$ cat src/rtl/div_pkg.sv
// div_pkg: shared constants and state type
// for the sequential 16-bit divider.
package div_pkg;

  localparam int DIV_WIDTH = 16;

  localparam logic [15:0] DIV_ZERO_QUOT = 16'hFFFF;

  typedef enum logic [1:0] {
    IDLE = 2'd0,
    CALC = 2'd1,
    DONE = 2'd2
  } div_state_t;

endpackage

$ cat src/rtl/div_16b_if.sv
// div_16b_if: request/result bundle between
// the divider and its requester.
interface div_16b_if
  import div_pkg::*;
#(
  parameter int WIDTH = DIV_WIDTH
);

  logic             start;
  logic [WIDTH-1:0] a;
  logic [WIDTH-1:0] b;
  logic [WIDTH-1:0] quot;
  logic [WIDTH-1:0] rem;
  logic             busy;
  logic             done;
  logic             div_by_zero;

  modport master (
    output start, a, b,
    input  quot, rem, busy, done, div_by_zero
  );

  modport slave (
    input  start, a, b,
    output quot, rem, busy, done, div_by_zero
  );

endinterface

$ cat src/rtl/div_step.sv
// div_step: one combinational restoring step
// of the shift-subtract divider.
module div_step #(
  parameter int WIDTH = 16
) (
  input  logic [WIDTH:0]   r_i,
  input  logic [WIDTH-1:0] q_i,
  input  logic [WIDTH-1:0] d_i,
  output logic [WIDTH:0]   r_o,
  output logic [WIDTH-1:0] q_o
);

  logic [WIDTH+1:0] shifted;
  logic [WIDTH+1:0] trial;
  logic             neg;

  // shift {R,Q} left, try subtracting the divisor
  always_comb begin
    shifted = {r_i, q_i[WIDTH-1]};
    trial   = shifted - {2'b00, d_i};
    neg     = trial[WIDTH+1];
    r_o     = neg ? shifted[WIDTH:0] : trial[WIDTH:0];
    q_o     = {q_i[WIDTH-2:0], ~neg};
  end

endmodule

$ cat src/rtl/div_16b.sv
// div_16b: sequential unsigned divider,
// one quotient bit per cycle, registered outputs.
module div_16b
  import div_pkg::*;
#(
  parameter int WIDTH = DIV_WIDTH
) (
  input  logic      clk,
  input  logic      rst,
  div_16b_if.slave  bus
);

  localparam int CW = $clog2(WIDTH);

  div_state_t       state_q;
  logic [WIDTH:0]   r_q;
  logic [WIDTH-1:0] q_q;
  logic [WIDTH-1:0] d_q;
  logic [CW-1:0]    cnt_q;
  logic [WIDTH-1:0] quot_q;
  logic [WIDTH-1:0] rem_q;
  logic             busy_q;
  logic             done_q;
  logic             dbz_q;

  logic [WIDTH:0]   r_d;
  logic [WIDTH-1:0] q_d;

  div_step #(
    .WIDTH (WIDTH)
  ) u_step (
    .r_i (r_q),
    .q_i (q_q),
    .d_i (d_q),
    .r_o (r_d),
    .q_o (q_d)
  );

  // control FSM with datapath and result registers
  always_ff @(posedge clk) begin
    if (rst) begin
      state_q <= IDLE;
      r_q     <= '0;
      q_q     <= '0;
      d_q     <= '0;
      cnt_q   <= '0;
      quot_q  <= '0;
      rem_q   <= '0;
      busy_q  <= 1'b0;
      done_q  <= 1'b0;
      dbz_q   <= 1'b0;
    end else begin
      done_q <= 1'b0;
      unique case (state_q)
        IDLE: begin
          if (bus.start) begin
            busy_q <= 1'b1;
            if (bus.b == '0) begin
              quot_q  <= WIDTH'(DIV_ZERO_QUOT);
              rem_q   <= bus.a;
              dbz_q   <= 1'b1;
              state_q <= DONE;
            end else begin
              q_q     <= bus.a;
              d_q     <= bus.b;
              r_q     <= '0;
              cnt_q   <= '0;
              dbz_q   <= 1'b0;
              state_q <= CALC;
            end
          end else begin
            // busy drops in the same cycle done does
            busy_q <= 1'b0;
          end
        end
        CALC: begin
          r_q   <= r_d;
          q_q   <= q_d;
          cnt_q <= cnt_q + CW'(1);
          if (cnt_q == CW'(WIDTH - 1)) begin
            quot_q  <= q_d;
            rem_q   <= r_d[WIDTH-1:0];
            state_q <= DONE;
          end
        end
        DONE: begin
          done_q  <= 1'b1;
          state_q <= IDLE;
        end
        default: begin
          state_q <= IDLE;
        end
      endcase
    end
  end

  assign bus.quot        = quot_q;
  assign bus.rem         = rem_q;
  assign bus.busy        = busy_q;
  assign bus.done        = done_q;
  assign bus.div_by_zero = dbz_q;

endmodule
$ cat src/flat_wrapper.sv
// flat-port wrapper written by rule: the top's interface ports become plain ports
module div_16b_flat import div_pkg::*;
#(
  parameter int WIDTH = DIV_WIDTH
)
  (clk, rst, bus_start, bus_a, bus_b, bus_quot, bus_rem, bus_busy, bus_done, bus_div_by_zero);
  div_16b_if #(.WIDTH(WIDTH)) bus_i ();
  input  logic clk;
  input  logic rst;
  input wire logic [$bits(bus_i.start)-1:0] bus_start;
  input wire logic [$bits(bus_i.a)-1:0] bus_a;
  input wire logic [$bits(bus_i.b)-1:0] bus_b;
  output wire logic [$bits(bus_i.quot)-1:0] bus_quot;
  output wire logic [$bits(bus_i.rem)-1:0] bus_rem;
  output wire logic [$bits(bus_i.busy)-1:0] bus_busy;
  output wire logic [$bits(bus_i.done)-1:0] bus_done;
  output wire logic [$bits(bus_i.div_by_zero)-1:0] bus_div_by_zero;
  assign bus_i.start = bus_start;
  assign bus_i.a = bus_a;
  assign bus_i.b = bus_b;
  assign bus_quot = bus_i.quot;
  assign bus_rem = bus_i.rem;
  assign bus_busy = bus_i.busy;
  assign bus_done = bus_i.done;
  assign bus_div_by_zero = bus_i.div_by_zero;
  div_16b #(.WIDTH(WIDTH)) u_core (.clk(clk), .rst(rst), .bus(bus_i));
endmodule
$ cat config.mk
export PLATFORM = sky130hd
export DESIGN_NAME = div_16b_flat
export DESIGN_NICKNAME = d
export VERILOG_FILES = /design/src/rtl/div_pkg.sv /design/src/rtl/div_16b_if.sv /design/src/rtl/div_step.sv /design/src/rtl/div_16b.sv /design/src/flat_wrapper.sv
export SDC_FILE = /design/constraint.sdc
export NUM_CORES = 1
export LEC_CHECK = 0
export CORE_MARGIN = 1.5
export CORE_UTILIZATION = 54
export DETAILED_ROUTE_END_ITERATION = 7
export MAX_ROUTING_LAYER = met4
export PLACE_DENSITY = 0.88
export SLEW_MARGIN = 10
export SYNTH_ARGS = -nofsm -noshare
export SYNTH_HDL_FRONTEND = slang
export SYNTH_SLANG_ARGS = --single-unit
$ cat constraint.sdc
create_clock -name clk -period 2.9 [get_ports clk]
set_input_delay 0.29 -clock clk [delete_from_list [all_inputs] [get_ports clk]]
set_output_delay 0.29 -clock clk [all_outputs]
set_load 0.01 [all_outputs]
==> impl_summary.md, run 1 <==
Die
The overall die area is around 9000 um2. The area of the placeable core is 8260 um2. Row generation in the floorplan step produced 33 rows. The horizontal die dimension is 95.7 um. The top-level port count is 70.

Measured along the y axis, the die boundary spans between 90 and 100 um. The initial utilization of the core area, before any placement, comes to 0.562.

Detailed routing
The remaining design rule violation count is 0. The first routing iteration left 327 violations. Before antenna repair, the detailed router went through 5 iterations.

Using the TritonRoute via totals, the vias-per-cell ratio works out to around 6. The detail-routed net length per standard cell is ~17 um. The detail route stage leaves a number of antenna-violating nets equal to 0. The number of vias after detailed routing is 4428. Wires add up to about 12000 um.

Critical path
On the critical path the largest part of the delay comes from compound AO/OA/AOI/OAI gates. The critical path's largest stage delay is 460 ps. The slowest library cell on the worst path is sky130_fd_sc_hd__a21boi_0. The launch point of the worst path is u_core.d_q[1]$_SDFFE_PP0P_. The worst setup path is launched from a flop. The largest fanout on the critical path is 4. By startpoint and endpoint, the worst setup path is classified as reg2reg. The combined buffer and inverter count along the critical path is 1. STA puts the critical path data required time at 3130 ps.

The cell that appears most often on the critical path is sky130_fd_sc_hd__o21ai_0. The arrival time of data at the critical path endpoint is approximately 3000 ps. Walking the worst path, the cells encountered are inv_1 > ha_1 > nor2b_1 > o2111a_1 > o21ai_0 > a21oi_1 > o32ai_1 > a21boi_0 > o21ai_0. The startpoint of the worst-slack reg-to-reg timing path is u_core.d_q[1]$_SDFFE_PP0P_. The endpoint type of the worst setup path is a flop.

Final layout
The filler cells instantiated in the layout total ~670. The number of standard cells in the final layout excluding fillers is ~740. Of the cells placed in the final design, the portion with a size suffix greater than 1 is 0.0758. The number of antenna diodes is 0. Measured on the finished design, the core utilization comes to 0.682. After the last flow step, the layout net total stands at between 600 and 700. Relative to the synthesized area, the layout overhead comes to 21.3%.

Clock network
The number of buffers inserted for hold repair after clock tree synthesis is 0. The later pin in the worst-skew pair is clocked with a latency of between 300 and 400 ps. TritonCTS built the clock tree.

For this design, the sink count on the clock tree is 90. The cell at the root of the clock tree is sky130_fd_sc_hd__clkbuf_8. After clock tree synthesis, the clock-pin slew on the worst setup and hold paths is about 90 ps. The number of buffers added by the clock tree synthesis step is 9. The clock passes through at most 2 buffers. The H-tree depth is 3.

Logic synthesis
Yosys instantiated no cell more often than sky130_fd_sc_hd__dfxtp_1. The number of enable flip-flop cells after synthesis is 0. A synthesized cell averages between 8 and 9 um2. The share of the Yosys chip area taken by registers is 0.388. The share of flip-flops with an asynchronous set or reset is 0. The synthesized instance count is approximately 570. The predominant post-synthesis flop cell is sky130_fd_sc_hd__dfxtp_1.

The most area-hungry cell type in the Yosys netlist is sky130_fd_sc_hd__dfxtp_1. The post-synthesis register bit count is 90. The Yosys step of the flow raised 0 warnings. The post-synthesis net count is just over 600.

Sorting the synthesized cells by area gives the leading types as sky130_fd_sc_hd__dfxtp_1 (39%), sky130_fd_sc_hd__nor2_1 (6.6%), sky130_fd_sc_hd__nand2_1 (5.7%). The count of cell types in the netlist is just under 60. Counting instances in the post-synthesis netlist gives the leading cell types as sky130_fd_sc_hd__dfxtp_1 (90), sky130_fd_sc_hd__nor2_1 (82), sky130_fd_sc_hd__nand2_1 (71). The cell area after technology mapping is 4640 um2. The proportion of netlist area held by the largest area contributor is 0.388.

Timing
Based on the critical path, the design can be clocked at up to between 300 and 400 MHz. Setup repair after global routing left no endpoint under its margin. The final critical-path share of the clock period is 0.947. Measured against its own limit, the worst slew margin works out to 0.209. The total of endpoints with negative setup slack in the final report is 0. After routing, the total negative slack on setup checks comes to 0 ps. The total count of max-transition violations in the final report is 0.

The clock period minus worst slack is around 2700 ps. The final hold violation count is 0. The worst-case clock skew is 17.3 ps. At the pin with the least slew margin, the transition time is ~1200 ps.

Global routing
The initial antenna violation count is 0. In the global route stage, overall resource usage came out at 0.288. The via count of the first global-routing pass is between 4k and 5k.

The global route total overflow is 0. The first-pass GRT wire length is 19800 um. The pin count of the biggest net entering global routing is 64.

Placed design
The quantity of I/O buffers inserted on ports is 69. The number of cells after detailed placement is between 700 and 800. The sum of net half-perimeters after detailed placement is 9010 um.

The last weighted congestion value of the routability-driven placer is around 0.96.

Pwr
For this design the ratio of total power to cell area is 1000 nW/um2. The peak ir drop on the vdd network is 0.000920 V. The leakage power summed over all cells is roughly 2.1 nW.

Hold path
The worst min-delay path startpoint is rst. The type of the tightest min-delay check is in2reg.

Outcome
The run finished with clean final reports.

Run
The max capacitance violation total is 0.
-- kinds of logic (layout without fill, tap and decap cells) --
group / count (synthesis) / after routing / synth area share
and+or+nand+nor: 227 / 227 / 0.218
buffers and inverters: 54 / 119 / 0.0485
adders and majority gates: 18 / 18 / 0.0502
muxes: 30 / 30 / 0.0682
DFF: 90 / 90 / 0.388
AOI/OAI and AO/OA: 135 / 135 / 0.201
xor gates and xnor gates: 14 / 14 / 0.0264
-- what timing repair did --
action                                  in CTS  in global routing
endpoints found under the hold margin        0                  0
endpoints found under the setup margin       0                  1
gates resized for setup                      0                  2
setup buffers                                0                  0
-- through the flow --
step	cell area [um2]	setup WS, ps	hold slack [ps]	total power, W
after floorplan	4640	462	437	0.00406
after global placement	5430	268	453	0.00462
after detailed placement	5430	171	468	0.00471
after CTS	5620	212	276	0.00557
after global routing	5630	9.11	290	0.00598
final	5630	152	300	0.00565
-- placed cells by master (no fill, tap or decap), types with 3 or more instances in the layout --
| cell type | synthesis | layout |
|---|---|---|
| sky130_fd_sc_hd__a211oi_1 | 3 | 3 |
| sky130_fd_sc_hd__a21oi_1 | 33 | 32 |
| sky130_fd_sc_hd__a311oi_1 | 16 | 16 |
| sky130_fd_sc_hd__a31oi_1 | 3 | 3 |
| sky130_fd_sc_hd__buf_4 | 0 | 9 |
| sky130_fd_sc_hd__clkbuf_8 | 0 | 9 |
| sky130_fd_sc_hd__clkdlybuf4s50_1 | 0 | 68 |
| sky130_fd_sc_hd__dfxtp_1 | 90 | 90 |
| sky130_fd_sc_hd__ha_1 | 17 | 17 |
| sky130_fd_sc_hd__inv_1 | 23 | 23 |
| sky130_fd_sc_hd__mux2_4 | 3 | 3 |
| sky130_fd_sc_hd__mux2i_1 | 26 | 26 |
| sky130_fd_sc_hd__nand2_1 | 71 | 71 |
| sky130_fd_sc_hd__nand2b_1 | 4 | 4 |
| sky130_fd_sc_hd__nand3_1 | 7 | 7 |
| sky130_fd_sc_hd__nand4_1 | 6 | 6 |
| sky130_fd_sc_hd__nor2_1 | 82 | 81 |
| sky130_fd_sc_hd__nor2b_1 | 4 | 3 |
| sky130_fd_sc_hd__nor3_1 | 37 | 37 |
| sky130_fd_sc_hd__nor4_1 | 5 | 5 |
| sky130_fd_sc_hd__o211ai_1 | 7 | 7 |
| sky130_fd_sc_hd__o21a_1 | 10 | 10 |
| sky130_fd_sc_hd__o21ai_0 | 18 | 18 |
| sky130_fd_sc_hd__o21ai_1 | 12 | 12 |
| sky130_fd_sc_hd__o21bai_1 | 3 | 3 |
| sky130_fd_sc_hd__o22ai_1 | 8 | 8 |
| sky130_fd_sc_hd__o32ai_1 | 3 | 3 |
| sky130_fd_sc_hd__xnor2_1 | 8 | 8 |
| sky130_fd_sc_hd__xor2_1 | 6 | 6 |
-- where the power goes --
group          switching (W)  internal [W]  total (W)
sequential          0.000136       0.00136    0.00150
clock               0.000456      0.000404   0.000860
combinational        0.00186       0.00143    0.00330
-- registers in the layout, indices dropped and copies added, names as in the netlist --
signal and cells:
u_core.bus.div_by_zero 1, u_core.bus.busy 1, u_core.bus.rem 16, u_core.r_q 17
u_core.d_q 16, u_core.state_q 2, u_core.bus.done 1, u_core.q_q 16
u_core.cnt_q 4, u_core.bus.quot 16
-- path summary, 6_finish.rpt --
path,end,slack (ps),depth (start not counted)
worst max-delay path,u_core.r_q[9]$_SDFFE_PP0P_,150,9
worst min-delay path,u_core.bus.rem[6]$_SDFFE_PP0P_,300,2
worst max register to register,u_core.r_q[9]$_SDFFE_PP0P_,150,9
worst min register to register,u_core.bus.div_by_zero$_SDFFE_PP0P_,480,2
-- layer usage --
layer  up-vias  GRT usage  share of wire
li1       2134          -              -
met1      2064      0.346           0.42
met2       203      0.479           0.48
met3        27     0.0371          0.076
met4         0      0.131          0.032
met5         -          -              0
-- layout make-up --
cell class                 instances  area, um2  share of cell area
timing repair buffer              80        793               0.141
tap                              105        131              0.0233
sequential                        90       1800               0.320
clock inverter                     5       62.6              0.0111
clock buffer                      11        131              0.0233
inverter                          23       86.3              0.0153
multi-input combinational        424       2620               0.466
(Power assumes the default switching activity.)
==> run 2, diff against run 1 <==
- GPL_ROUTABILITY_DRIVEN: default -> 0
- REMOVE_ABC_BUFFERS: default -> 1
==> impl_summary.md, run 2 (synthesis gave the netlist of run 1 again) <==
Outcome
The flow ran to the end, and the final reports show no timing, DRC or antenna violations.

Final layout
The fraction of layout instances using a drive strength above 1 came to 0.102 (+0.0259). The number of standard cells in the final layout excluding fillers is 744 (+0.81%). The post-layout net count was 687 (+0.88%). The flip-flop count of the largest register after layout is 17 (unchanged). The final instance area is 5750 um2 (+2.2%). The top cell types in the final layout, fill and taps aside, are sky130_fd_sc_hd__dfxtp_1 (89), sky130_fd_sc_hd__nor2_1 (81), sky130_fd_sc_hd__nand2_1 (71), sky130_fd_sc_hd__clkdlybuf4s50_1 (68), sky130_fd_sc_hd__nor3_1 (37). The largest register by flop count is u_core.r_q. The number of antenna diodes is 0 (unchanged).

The commonest non-fill, non-tap cell in the layout is sky130_fd_sc_hd__dfxtp_1. The area growth from synthesis to layout is 23.9%.

Global routing
The first-pass GRT wire length is 19100 um (-3.6%). The initial antenna violation count is 0 (unchanged). The total global-route track usage is 0.271 (-0.0165). The pin count of the biggest net entering global routing is 51 (-20%). The global route total overflow was 0 (unchanged). The via count of the first global-routing pass came to 4059 (-3.8%).

Critical path
The combined buffer and inverter count along the critical path came to 2 (+1). The largest fanout on the critical path was 3 (-1). The slowest library cell on the worst path is sky130_fd_sc_hd__o311ai_0. STA classifies the critical path startpoint as a flop. The arrival time of data at the critical path endpoint is 3060 ps (+90 ps).

The endpoint type of the worst setup path is a flop. The critical path's largest stage delay is 460 ps (about the same). The classification of the worst setup path is reg2reg.

The kind of cell adding the most delay to the critical path is compound AO/OA/AOI/OAI gates. The dominant cell type by count on the critical path is sky130_fd_sc_hd__inv_1. The critical path goes through inv_1 > ha_1 > inv_1 > fa_1 > a21oi_1 > o221ai_1 > o211a_1 > o311ai_0 > mux2_4 > a311oi_1.

The required time reported for the critical path endpoint is 3110 ps (-20 ps).

Timing
The final hold violation count came to 0 (unchanged). The final critical-path share of the clock period came to 0.985 (+0.0375). The worst-case clock skew is 15.0 ps (-2.31 ps). The transition time at the pin with the least slew margin was 1200 ps (+21.1 ps). The total of endpoints with negative setup slack in the final report is 0 (unchanged). Setup repair after global routing left no endpoint under its margin. The total count of max-transition violations in the final report is 0 (unchanged). The sum of negative setup slack came to 0 ps (unchanged). The highest attainable clock frequency was 350 MHz (-3.8%). The worst relative slew slack is 0.195 (-0.0141).

The clock period minus worst slack is 2860 ps (+109 ps).

Clock network
The number of buffers inserted for hold repair after clock tree synthesis is 0 (unchanged). The TritonCTS sink count is 90 (unchanged). The H-tree depth is 3 (unchanged).

The clock tree from TritonCTS is built. The worst-case clock buffer depth is 2 (unchanged). The clock insertion delay at the later pin of the skew report is 360 ps (about the same). The cell at the root of the clock tree is sky130_fd_sc_hd__clkbuf_8. The clock-pin slew of the registers on the worst-case setup and hold paths is 100 ps (about the same). The number of buffers added by the clock tree synthesis step came to 9 (unchanged).

Die
The area of the placeable core is 8260 um2 (unchanged). The top-level port count is 70 (unchanged). The overall die area is 9160 um2 (unchanged). The total number of placement rows is 33 (unchanged). The horizontal die dimension is 95.7 um (unchanged). The effective utilization at floorplan came to 0.562 (unchanged). The height of the die was 95.7 um (unchanged).

Detailed routing
The number of design-rule violations left by the first detailed-router iteration came to 305 (-6.7%). The detail-routed net length per standard cell is 16.2 um (-2.1%). The post-route antenna net violation count is 0 (unchanged).

The via density per instance is 6.01 (+0.25%). The post-detailed-routing wire length is 12100 um (-1.3%). The number of vias after detailed routing is 4475 (+1.1%). The remaining design rule violation count was 0 (unchanged).

The number of iterations in the first detailed-routing pass came to 5 (unchanged).

Pwr
The peak ir drop on the vdd network is 0.000736 V (-20%). The leakage power summed over all cells is 2.15 nW (+2.2%). The power density over cell area is 1060 nW/um2 (+5.5%).

Placed design
The quantity of I/O buffers inserted on ports was 69 (unchanged). The sum of net half-perimeters after detailed placement is 8430 um (-6.4%). The post-placement cell area is 5440 um2 (+0.21%). The number of cells after detailed placement is 723 (+0.14%).

Run
The max capacitance violation total is 0 (unchanged).

Hold path
The type of the tightest min-delay check is in2reg.
## run 2: per-layer routing
layer  vias up  GRT usage  wire length [um]
li1       2145          -                 -
met1      2102      0.349              5160
met2       205      0.441              5920
met3        23     0.0348               787
met4         0     0.0919               204
met5         -          -                 0
## run 2: power breakdown
group	switching, W	internal, W	leakage [nW]
clock	0.000477	0.000518	0.111
combinational	0.00201	0.00159	1.30
sequential	0.000130	0.00136	0.733
total	0.00262	0.00347	2.15
## run 2: worst paths after layout
| check | start | endpoint | slack, ps | depth (start not counted) |
|---|---|---|---|---|
| worst min-delay path | rst | u_core.bus.rem[0]$_SDFFE_PP0P_ | 390 | 2 |
| worst max-delay path | u_core.q_q[15]$_SDFFE_PP0P_ | u_core.bus.rem[12]$_SDFFE_PP0P_ | 40 | 10 |
| worst max register to register | u_core.q_q[15]$_SDFFE_PP0P_ | u_core.bus.rem[12]$_SDFFE_PP0P_ | 40 | 10 |
| worst min register to register | u_core.bus.quot[0]$_SDFFE_PP0P_ | u_core.bus.quot[0]$_SDFFE_PP0P_ | 460 | 2 |
## run 2: metrics by stage
stage	worst slack, ps	utilization	hold slack, ps	power, W
after floorplan	151	-	358	0.00384
after global placement	173	0.659	450	0.00446
after detailed placement	50.9	0.659	452	0.00458
after CTS	18.1	0.687	377	0.00560
after global routing	0.562	0.696	409	0.00639
final	43.6	0.696	391	0.00609
## run 2: cell type report
cell class                      instances  area, um2
Fill cell                             659       2510
Clock buffer                           10        138
Tap cell                              105        131
Inverter                               23       86.3
Multi-Input combinational cell        424       2660
Clock inverter                          6       95.1
Timing Repair Buffer                   86        838
Sequential cell                        90       1800
## run 2: timing repair
item / in CTS / in global routing
pin swaps: 1 / 4
endpoints found under the setup margin: 1 / 18
setup buffers: 0 / 5
resized for setup: 0 / 10
